===== src/rtl/go_requester.sv =====
// rtl/go_requester.sv - debounced GO initiator for the counter FSM handshake
// Holds go until done rises, then waits for a stable release before re-arming.
module go_requester #(
  parameter logic [23:0] DEBOUNCE_CYCLES = 24'd120000,
  parameter logic [26:0] TIMEOUT_CYCLES  = 27'd72000000,
  parameter int unsigned RUN_WIDTH       = 8
) (
  input  logic                 clk,
  input  logic                 rst,
  input  logic                 go_btn,
  input  logic                 done_in,
  output logic                 go,
  output logic                 busy,
  output logic [RUN_WIDTH-1:0] run_count,
  output logic                 timeout_err
);

  typedef enum logic [1:0] {IDLE, DEBOUNCE, REQUEST, WAIT_RELEASE} state_t;

  localparam logic [26:0] DB_LAST = 27'(DEBOUNCE_CYCLES) - 27'd1;
  localparam logic [26:0] DB_FULL = 27'(DEBOUNCE_CYCLES);
  localparam logic [26:0] TO_LAST = TIMEOUT_CYCLES - 27'd1;

  state_t                 state_q;
  logic [26:0]            cnt_q;
  logic                   go_q;
  logic                   busy_q;
  logic [RUN_WIDTH-1:0]   run_q;
  logic                   terr_q;

  logic                   btn_s1_q, btn_s2_q;
  logic                   done_s1_q, done_s2_q, done_d_q;
  logic [1:0]             vld_q;
  logic                   arm_q;

  logic                   press;
  logic                   done_rise;

  assign press     = ~btn_s2_q;
  assign done_rise = done_s2_q & ~done_d_q;

  // A press is only accepted once a genuine release has passed through the
  // synchronizer since reset, so a button held across reset cannot fire.
  always_ff @(posedge clk or posedge rst) begin
    if (rst) begin
      btn_s1_q  <= 1'b1;
      btn_s2_q  <= 1'b1;
      done_s1_q <= 1'b0;
      done_s2_q <= 1'b0;
      done_d_q  <= 1'b0;
      vld_q     <= 2'b00;
      arm_q     <= 1'b0;
    end else begin
      btn_s1_q  <= go_btn;
      btn_s2_q  <= btn_s1_q;
      done_s1_q <= done_in;
      done_s2_q <= done_s1_q;
      done_d_q  <= done_s2_q;
      vld_q     <= {vld_q[0], 1'b1};
      if (vld_q[1] && !press) begin
        arm_q <= 1'b1;
      end
    end
  end

  always_ff @(posedge clk or posedge rst) begin
    if (rst) begin
      state_q <= IDLE;
      cnt_q   <= '0;
      go_q    <= 1'b0;
      busy_q  <= 1'b0;
      run_q   <= '0;
      terr_q  <= 1'b0;
    end else begin
      case (state_q)
        IDLE: begin
          go_q <= 1'b0;
          if (press && arm_q) begin
            state_q <= DEBOUNCE;
            cnt_q   <= '0;
            busy_q  <= 1'b1;
          end
        end
        DEBOUNCE: begin
          if (!press) begin
            state_q <= IDLE;
            cnt_q   <= '0;
            busy_q  <= 1'b0;
          end else if (cnt_q == DB_LAST) begin
            state_q <= REQUEST;
            cnt_q   <= '0;
            go_q    <= 1'b1;
          end else begin
            cnt_q <= cnt_q + 27'd1;
          end
        end
        REQUEST: begin
          // Completion takes priority over a coincident timeout.
          if (done_rise) begin
            state_q <= WAIT_RELEASE;
            cnt_q   <= '0;
            go_q    <= 1'b0;
            run_q   <= run_q + 1'b1;
          end else if (cnt_q == TO_LAST) begin
            state_q <= WAIT_RELEASE;
            cnt_q   <= '0;
            go_q    <= 1'b0;
            terr_q  <= 1'b1;
          end else begin
            cnt_q <= cnt_q + 27'd1;
          end
        end
        WAIT_RELEASE: begin
          go_q <= 1'b0;
          if (press) begin
            cnt_q <= '0;
          end else if (cnt_q == DB_FULL) begin
            state_q <= IDLE;
            cnt_q   <= '0;
            busy_q  <= 1'b0;
          end else begin
            cnt_q <= cnt_q + 27'd1;
          end
        end
        default: begin
          state_q <= IDLE;
          cnt_q   <= '0;
          go_q    <= 1'b0;
          busy_q  <= 1'b0;
        end
      endcase
    end
  end

  assign go          = go_q;
  assign busy        = busy_q;
  assign run_count   = run_q;
  assign timeout_err = terr_q;

endmodule


===== config.mk =====
export PLATFORM = sky130hd
export DESIGN_NAME = go_requester
export DESIGN_NICKNAME = d
export VERILOG_FILES = /design/src/rtl/go_requester.sv
export SDC_FILE = /design/constraint.sdc
export NUM_CORES = 1
export LEC_CHECK = 0
export ABC_AREA = 1
export BUFFER_PORTS_ARGS = -buffer_cell sky130_fd_sc_hd__buf_4
export CAP_MARGIN = 20
export CORE_UTILIZATION = 40
export DETAILED_ROUTE_END_ITERATION = 16
export GPL_TIMING_DRIVEN = 0
export MAX_ROUTING_LAYER = met4
export PLACE_DENSITY = 0.56
export SYNTH_ARGS = -nofsm -noshare
export SYNTH_HDL_FRONTEND = slang
export SYNTH_SLANG_ARGS = --single-unit

===== constraint.sdc =====
create_clock -name clk -period 2 [get_ports clk]
set_input_delay 0.2 -clock clk [delete_from_list [all_inputs] [get_ports clk]]
set_output_delay 0.2 -clock clk [all_outputs]
set_load 0.02 [all_outputs]

==> results of run 1 <==
[cell type report]
class                   instances  area [sq um]
fillers                       691          3560
multi-input cells             272          1370
flip-flops and latches         48          1200
repair buffers                 23           193
inverters                      49           184
well taps                      80           100
clock buffers                   6          82.6
plain buffers                   7          45.0
clock inverters                 2          15.0
[layer usage]
layer	vias up	wire [um]	track usage, %
met5	-	0	-
met4	0	39	4.55
met3	4	186	2.92
met2	34	2710	30.3
met1	1041	2970	23.6
li1	1212	-	-
[flip-flops by register name, indices dropped and copies added (netlist names), named ones only]
register	cells
cnt_q	27
done_s1_q	1
btn_s1_q	1
busy	1
arm_q	1
run_count	8
timeout_err	1
go	1
done_s2_q	1
done_d_q	1
state_q	1
btn_s2_q	1
vld_q	2
[cell usage after synthesis (2+ instances only)]
| cell type | n | share of area (%) |
|---|---|---|
| nand3_1 | 14 | 2.5 |
| nor3_1 | 3 | 0.54 |
| buf_6 | 2 | 0.81 |
| nand2_2 | 4 | 0.90 |
| clkinv_1 | 2 | 0.27 |
| clkbuf_1 | 2 | 0.27 |
| a31oi_1 | 2 | 0.45 |
| buf_2 | 3 | 0.54 |
| xnor2_1 | 8 | 2.5 |
| nand4_1 | 12 | 2.7 |
| nor2_2 | 4 | 0.90 |
| inv_1 | 47 | 6.3 |
| xor2_1 | 16 | 5.0 |
| dfstp_2 | 2 | 1.9 |
| nor2_1 | 42 | 5.7 |
| nor2_4 | 2 | 0.81 |
| ha_1 | 3 | 1.3 |
| nand2_1 | 139 | 19 |
| a21oi_1 | 5 | 0.90 |
| dfrtp_1 | 46 | 41 |
| o21ai_0 | 4 | 0.72 |
[critical path, stage by stage, from the launching register on]
cell	delay [ns]
dfrtp_1	0.45
ha_4	0.19
nand3_2	0.12
nor2_4	0.16
nand3_1	0.10
nor2_2	0.16
nor2_2	0.07
nand3b_4	0.20
buf_4	0.18
nand2_1	0.06
nand2_1	0.04
[stage by stage]
stage          std cells  power [mW]  TNS [ns]  utilization [%]  setup WS [ns]
6_report             487        2.59         0             47.3          0.149
5_1_grt              487        2.77  -0.00126             47.3       -0.00126
4_1_cts              482        2.55         0             46.4         0.0271
3_5_place_dp         471        1.91         0             44.5         0.0437
3_3_place_gp         470        1.90     -3.71             44.2        -0.0830
2_1_floorplan        376        1.67         0                -          0.359
[path summary, 6_finish.rpt]
path	slack, ns	from	cells after the start	to
min in group asynchronous	0.40	rst	3	arm_q
worst min register to register	0.36	btn_s1_q	0	btn_s2_q
worst min-delay path	0.36	btn_s1_q	0	btn_s2_q
max in group asynchronous	1.11	rst	4	cnt_q[17]
worst max-delay path	0.15	cnt_q[1]	10	cnt_q[19]
worst max register to register	0.15	cnt_q[1]	10	cnt_q[19]
[kinds of logic (layout without fill, tap and decap cells)]
kind of cell    after synthesis  in the layout  synth area share [%]
simple gates                226            226                  35.3
buf+inv                      56             87                  8.23
flops                        48             48                  43.3
xor+xnor                     24             24                  7.55
compound gates               17             17                  3.73
fa+ha+maj                     3              3                  1.35
other cells                   1              1                 0.135
mux                           1              1                 0.405
[power by group through the flow]
stage | combinational [mW] | clock (mW) | sequential (mW)
floorplan | 0.481 | 0 | 1.19
global placement | 0.731 | 0 | 1.17
detailed placement | 0.745 | 0 | 1.17
CTS | 0.749 | 0.648 | 1.15
global route | 0.913 | 0.689 | 1.17
finish | 0.812 | 0.627 | 1.16
[what timing repair did]
action / 4_1_cts / 5_1_grt
resized for setup: 0 / 4
endpoints found under the hold margin: 13 / 0
hold buffers: 3 / 0
buffers inserted: 0 / 5
setup endpoints to repair: 0 / 24
[cell usage in the layout (no fill, tap or decap), types with 2 or more instances in the layout]
| cell type | netlist | layout |
|---|---|---|
| dfstp_2 | 2 | 2 |
| dfrtp_1 | 46 | 46 |
| clkinv_1 | 2 | 2 |
| nand2_1 | 139 | 139 |
| clkbuf_8 | 0 | 6 |
| nand2_2 | 4 | 4 |
| buf_2 | 3 | 3 |
| clkbuf_1 | 2 | 2 |
| xnor2_1 | 8 | 8 |
| xor2_1 | 16 | 16 |
| a21oi_1 | 5 | 5 |
| nor2_2 | 4 | 5 |
| nor2_4 | 2 | 2 |
| a31oi_1 | 2 | 2 |
| clkinvlp_4 | 0 | 2 |
| ha_1 | 3 | 2 |
| buf_6 | 2 | 2 |
| nand4_1 | 12 | 12 |
| nor3_1 | 3 | 2 |
| dlygate4sd3_1 | 0 | 3 |
| inv_1 | 47 | 46 |
| o21ai_0 | 4 | 4 |
| buf_4 | 0 | 19 |
| nor2_1 | 42 | 41 |
| nand3_1 | 14 | 14 |
==> results.yml, run 1 <==
run_status:
  status: "complete, no violations"
worst_setup_path:
  crit_path_end_kind: "register"
  start_kind: "register"
  cp.required_ns: 2.20
  crit_type: "register to register"
  critPathMaxFanout: 6
  crit_arrival_ns: 2.05
clock_network:
  h-tree-depth: 2
  cts_buffers: 5
  clockRootBuffer: "clkbuf_8"
  max-clock-path-buffers: 2
  clock_latency_ns: 0.30
  clkSinkCount: 48
  cts_tree: "yes"
  clk_pin_slew_ns: 0.10
cells_and_area:
  drive_above_1_share_pct: 13.8
  diodes: 0
  post-route-cell-area_sq_um: 3190
  layout.nets: 413
  syn2layout_area_growth_pct: 14.7
route:
  wl_per_cell_um: 12.1
  wirelength_um: 5910
  antenna_left: 0
  vias: 2291
  first_pass_iters: 4
  viasPerCell: 4.70
  drt_iter0_drc: 124
  post-route-drc-count: 0
yosys:
  synth_seq_cells: 48
  syn-num-nets: 383
  synthArstFlopShare_pct: 100
  yosys.cell_types.count: 35
  yosys_warnings: 0
  yosysSeqAreaShare_pct: 43.3
  synth_cells: 376
  synth_ff_type: "dfrtp_1"
  syn_area_per_cell_sq_um: 7.40
  netlist_area_sq_um: 2780
  synth_edf_count: 0
power:
  seq_power_share_pct: 44.5
  combinationalPowerShare_pct: 31.3
  p_switching_mw: 0.931
  p_int_mw: 1.66
  ir_drop_mv: 0.546
  p_sw_share_pct: 35.9
  pwr-share-clk_pct: 24.2
  p_per_area_nw_per_um2: 812
  power_leakage_nw: 1.73
placed_design:
  place.gp.congestion: 0.840
  dpl_cell_area_sq_um: 3010
  port_buffers: 14
  dp_hpwl_um: 4240
timing:
  holdWs_ns: 0.360
  max_freq_mhz: 540
  final_hold_viol_count: 0
  final.min_clock_period_ns: 1.85
  fin_worst_skew_ns: 0.00896
  finalCritPeriodShare_pct: 92.6
  finalSetupViolations: 0
  slew_viol_final: 0
grt:
  grt.overflow.total: 0
  grt_start_max_net_pins: 36
  grt_pass1_wl_um: 10400
  grt_usage_pct: 18.3
  antenna_found_initial: 0
  grt_pass1_vias: 2273
hold_path:
  hold_path_class: "register to register"
run:
  maxCapViolCount: 0
floorplan:
  die_x_um: 85.4
  start_util_pct: 41.2
  dieArea_sq_um: 7290
  rows: 30
  die_y_um: 85.4
  core_area_sq_um: 6760
  io_pins: 15
Power figures use the tool's default switching activity.
==> run 2: changes to the inputs <==
--- a/config.mk
+++ b/config.mk
@@ -8,11 +8,12 @@
 export ABC_AREA = 1
 export BUFFER_PORTS_ARGS = -buffer_cell sky130_fd_sc_hd__buf_4
 export CAP_MARGIN = 20
-export CORE_UTILIZATION = 40
+export CORE_ASPECT_RATIO = 1.25
+export CORE_UTILIZATION = 48
 export DETAILED_ROUTE_END_ITERATION = 16
 export GPL_TIMING_DRIVEN = 0
 export MAX_ROUTING_LAYER = met4
-export PLACE_DENSITY = 0.56
+export PLACE_DENSITY = 0.65
 export SYNTH_ARGS = -nofsm -noshare
 export SYNTH_HDL_FRONTEND = slang
 export SYNTH_SLANG_ARGS = --single-unit
==> run 2 against run 1 <==
  * Core utilization grew 12 points
  * Flip-flop and latch count is the same
  * Global-route usage grew 2.9 points
  * Largest power group unchanged
  * First-iteration DRC count grew 0.81%
  * Non-clock buffer count grew 2
  * Clock skew shrank 0.0034 ns
  * Clock-buffer cell count is the same
  * Critical endpoint is now cnt_q[22]
  * Clock power grew 18%
  * Worst hold slack lost 0.0047 ns
  * Highest routed layer unchanged
  * Worst setup slack lost 0.075 ns
  * Combinational power grew 8.9%
==> results.yml, run 2 (same netlist as run 1, synthesis figures left out) <==
grt:
  grt.overflow.total: 0
  antenna_found_initial: 0
  grt_pass1_vias: 2196
  grt_start_max_net_pins: 34
  grt_pass1_wl_um: 9850
  grt_usage_pct: 21.2
run_status:
  status: "complete, no violations"
route:
  drt_iter0_drc: 125
  first_pass_iters: 4
  post-route-drc-count: 0
  antenna_left: 0
  wl_per_cell_um: 12.5
  viasPerCell: 4.93
  wirelength_um: 5930
  vias: 2334
worst_setup_path:
  crit_type: "register to register"
  start_kind: "register"
  worst_path_max_delay_cell: "dfrtp_1"
  slowest_delay_ns: 0.48
  crit_arrival_ns: 2.11
  crit_path_end_kind: "register"
  cp.required_ns: 2.19
  critPathMaxFanout: 10
  path_cells: "nor2_1 > nand2_1 > nor2_2 > inv_1 > nor2_1 > nand2_1 > nand3_2 > nand3b_4 > buf_6 > nand2_1 > nand2_1"
  cpMostUsedCell: "nand2_1"
cells_and_area:
  final_common_cell: "nand2_1"
  drive_above_1_share_pct: 14.7
  syn2layout_area_growth_pct: 16.9
  top_register: "cnt_q"
  layout.nets: 415
  largest_register_ff_count: 27
  final_cell_mix: "139 x nand2_1, 46 x inv_1, 46 x dfrtp_1"
  post-route-cell-area_sq_um: 3250
  final_core_util_pct: 59.0
  diodes: 0
timing:
  max_freq_mhz: 519
  slew_viol_final: 0
  finalCritPeriodShare_pct: 96.3
  finalSetupViolations: 0
  final.min_clock_period_ns: 1.93
  final_hold_viol_count: 0
  fin_worst_skew_ns: 0.00552
placed_design:
  port_buffers: 14
  dp_hpwl_um: 4230
  dpl_cell_area_sq_um: 2990
  place.gp.congestion: 0.905
floorplan:
  rows: 30
  start_util_pct: 50.4
  die_x_um: 70.1
  dieArea_sq_um: 6110
  io_pins: 15
  die_y_um: 87.1
  core_area_sq_um: 5520
power:
  p_per_area_nw_per_um2: 852
  power_mw: 2.77
  power_leakage_nw: 1.76
  ir_drop_mv: 0.521
clock_network:
  clk_pin_slew_ns: 0.09
  cts_buffers: 5
  h-tree-depth: 2
  max-clock-path-buffers: 2
  clockRootBuffer: "clkbuf_8"
  clkSinkCount: 48
  clock_latency_ns: 0.30
  cts_tree: "yes"
hold_path:
  hold_path_class: "register to register"
run:
  maxCapViolCount: 0
run 2: critical path: cells and delay by family, from the launching register on:
family	cells	cell delay [ns]
simple gates	9	1.08
flops	1	0.48
buf+inv	2	0.26
run 2: stage by stage:
step,setup TNS [ns],cells,hold WS (ns),setup WS (ns)
2_1_floorplan,0,376,0.204,0.359
3_3_place_gp,-0.303,454,0.309,-0.0106
3_5_place_dp,0,455,0.211,0.0511
4_1_cts,0,466,0.357,0.0324
5_1_grt,-0.478,473,0.366,-0.0452
6_report,0,473,0.355,0.0742
run 2: repair_timing:
item	in CTS	in global routing
hold endpoints to repair	17	0
gates resized for setup	0	9
hold buffers	3	0
endpoints found under the setup margin	0	23
setup buffers	0	6
run 2: per-layer routing:
metal  vias up  GRT usage, %  part of all wire [%]  wire length [um]
li1       1218             -                     -                 -
met1      1066          25.6                    46              2730
met2        35          35.9                    49              2900
met3        15          3.24                   2.0               117
met4         0          8.00                   3.1               182
met5         -             -                     0                 0
run 2: layout make-up:
| type | instances | area, sq um |
|---|---|---|
| inverter | 49 | 184 |
| clock inverter | 2 | 38.8 |
| tap | 64 | 80.1 |
| buffer | 7 | 48.8 |
| timing repair buffer | 25 | 225 |
| fill | 527 | 2260 |
| sequential | 48 | 1200 |
| multi-input combinational | 272 | 1390 |
| clock buffer | 6 | 82.6 |
run 2: where the power goes:
part / total (mW) / switching [mW] / internal, mW
clock: 0.742 / 0.333 / 0.409
combinational: 0.884 / 0.519 / 0.365
sequential: 1.15 / 0.0891 / 1.06
total: 2.77 / 0.940 / 1.83
run 2: worst paths after layout:
kind / from / depth (start not counted) / to / slack [ns]
setup / recovery: cnt_q[8] / 11 / cnt_q[22] / 0.07
hold / removal: vld_q[0] / 0 / vld_q[1] / 0.35
setup reg to reg: cnt_q[8] / 11 / cnt_q[22] / 0.07
hold reg to reg: vld_q[0] / 0 / vld_q[1] / 0.35
max in group asynchronous: rst / 4 / btn_s2_q / 1.00
min in group asynchronous: rst / 3 / cnt_q[0] / 0.44
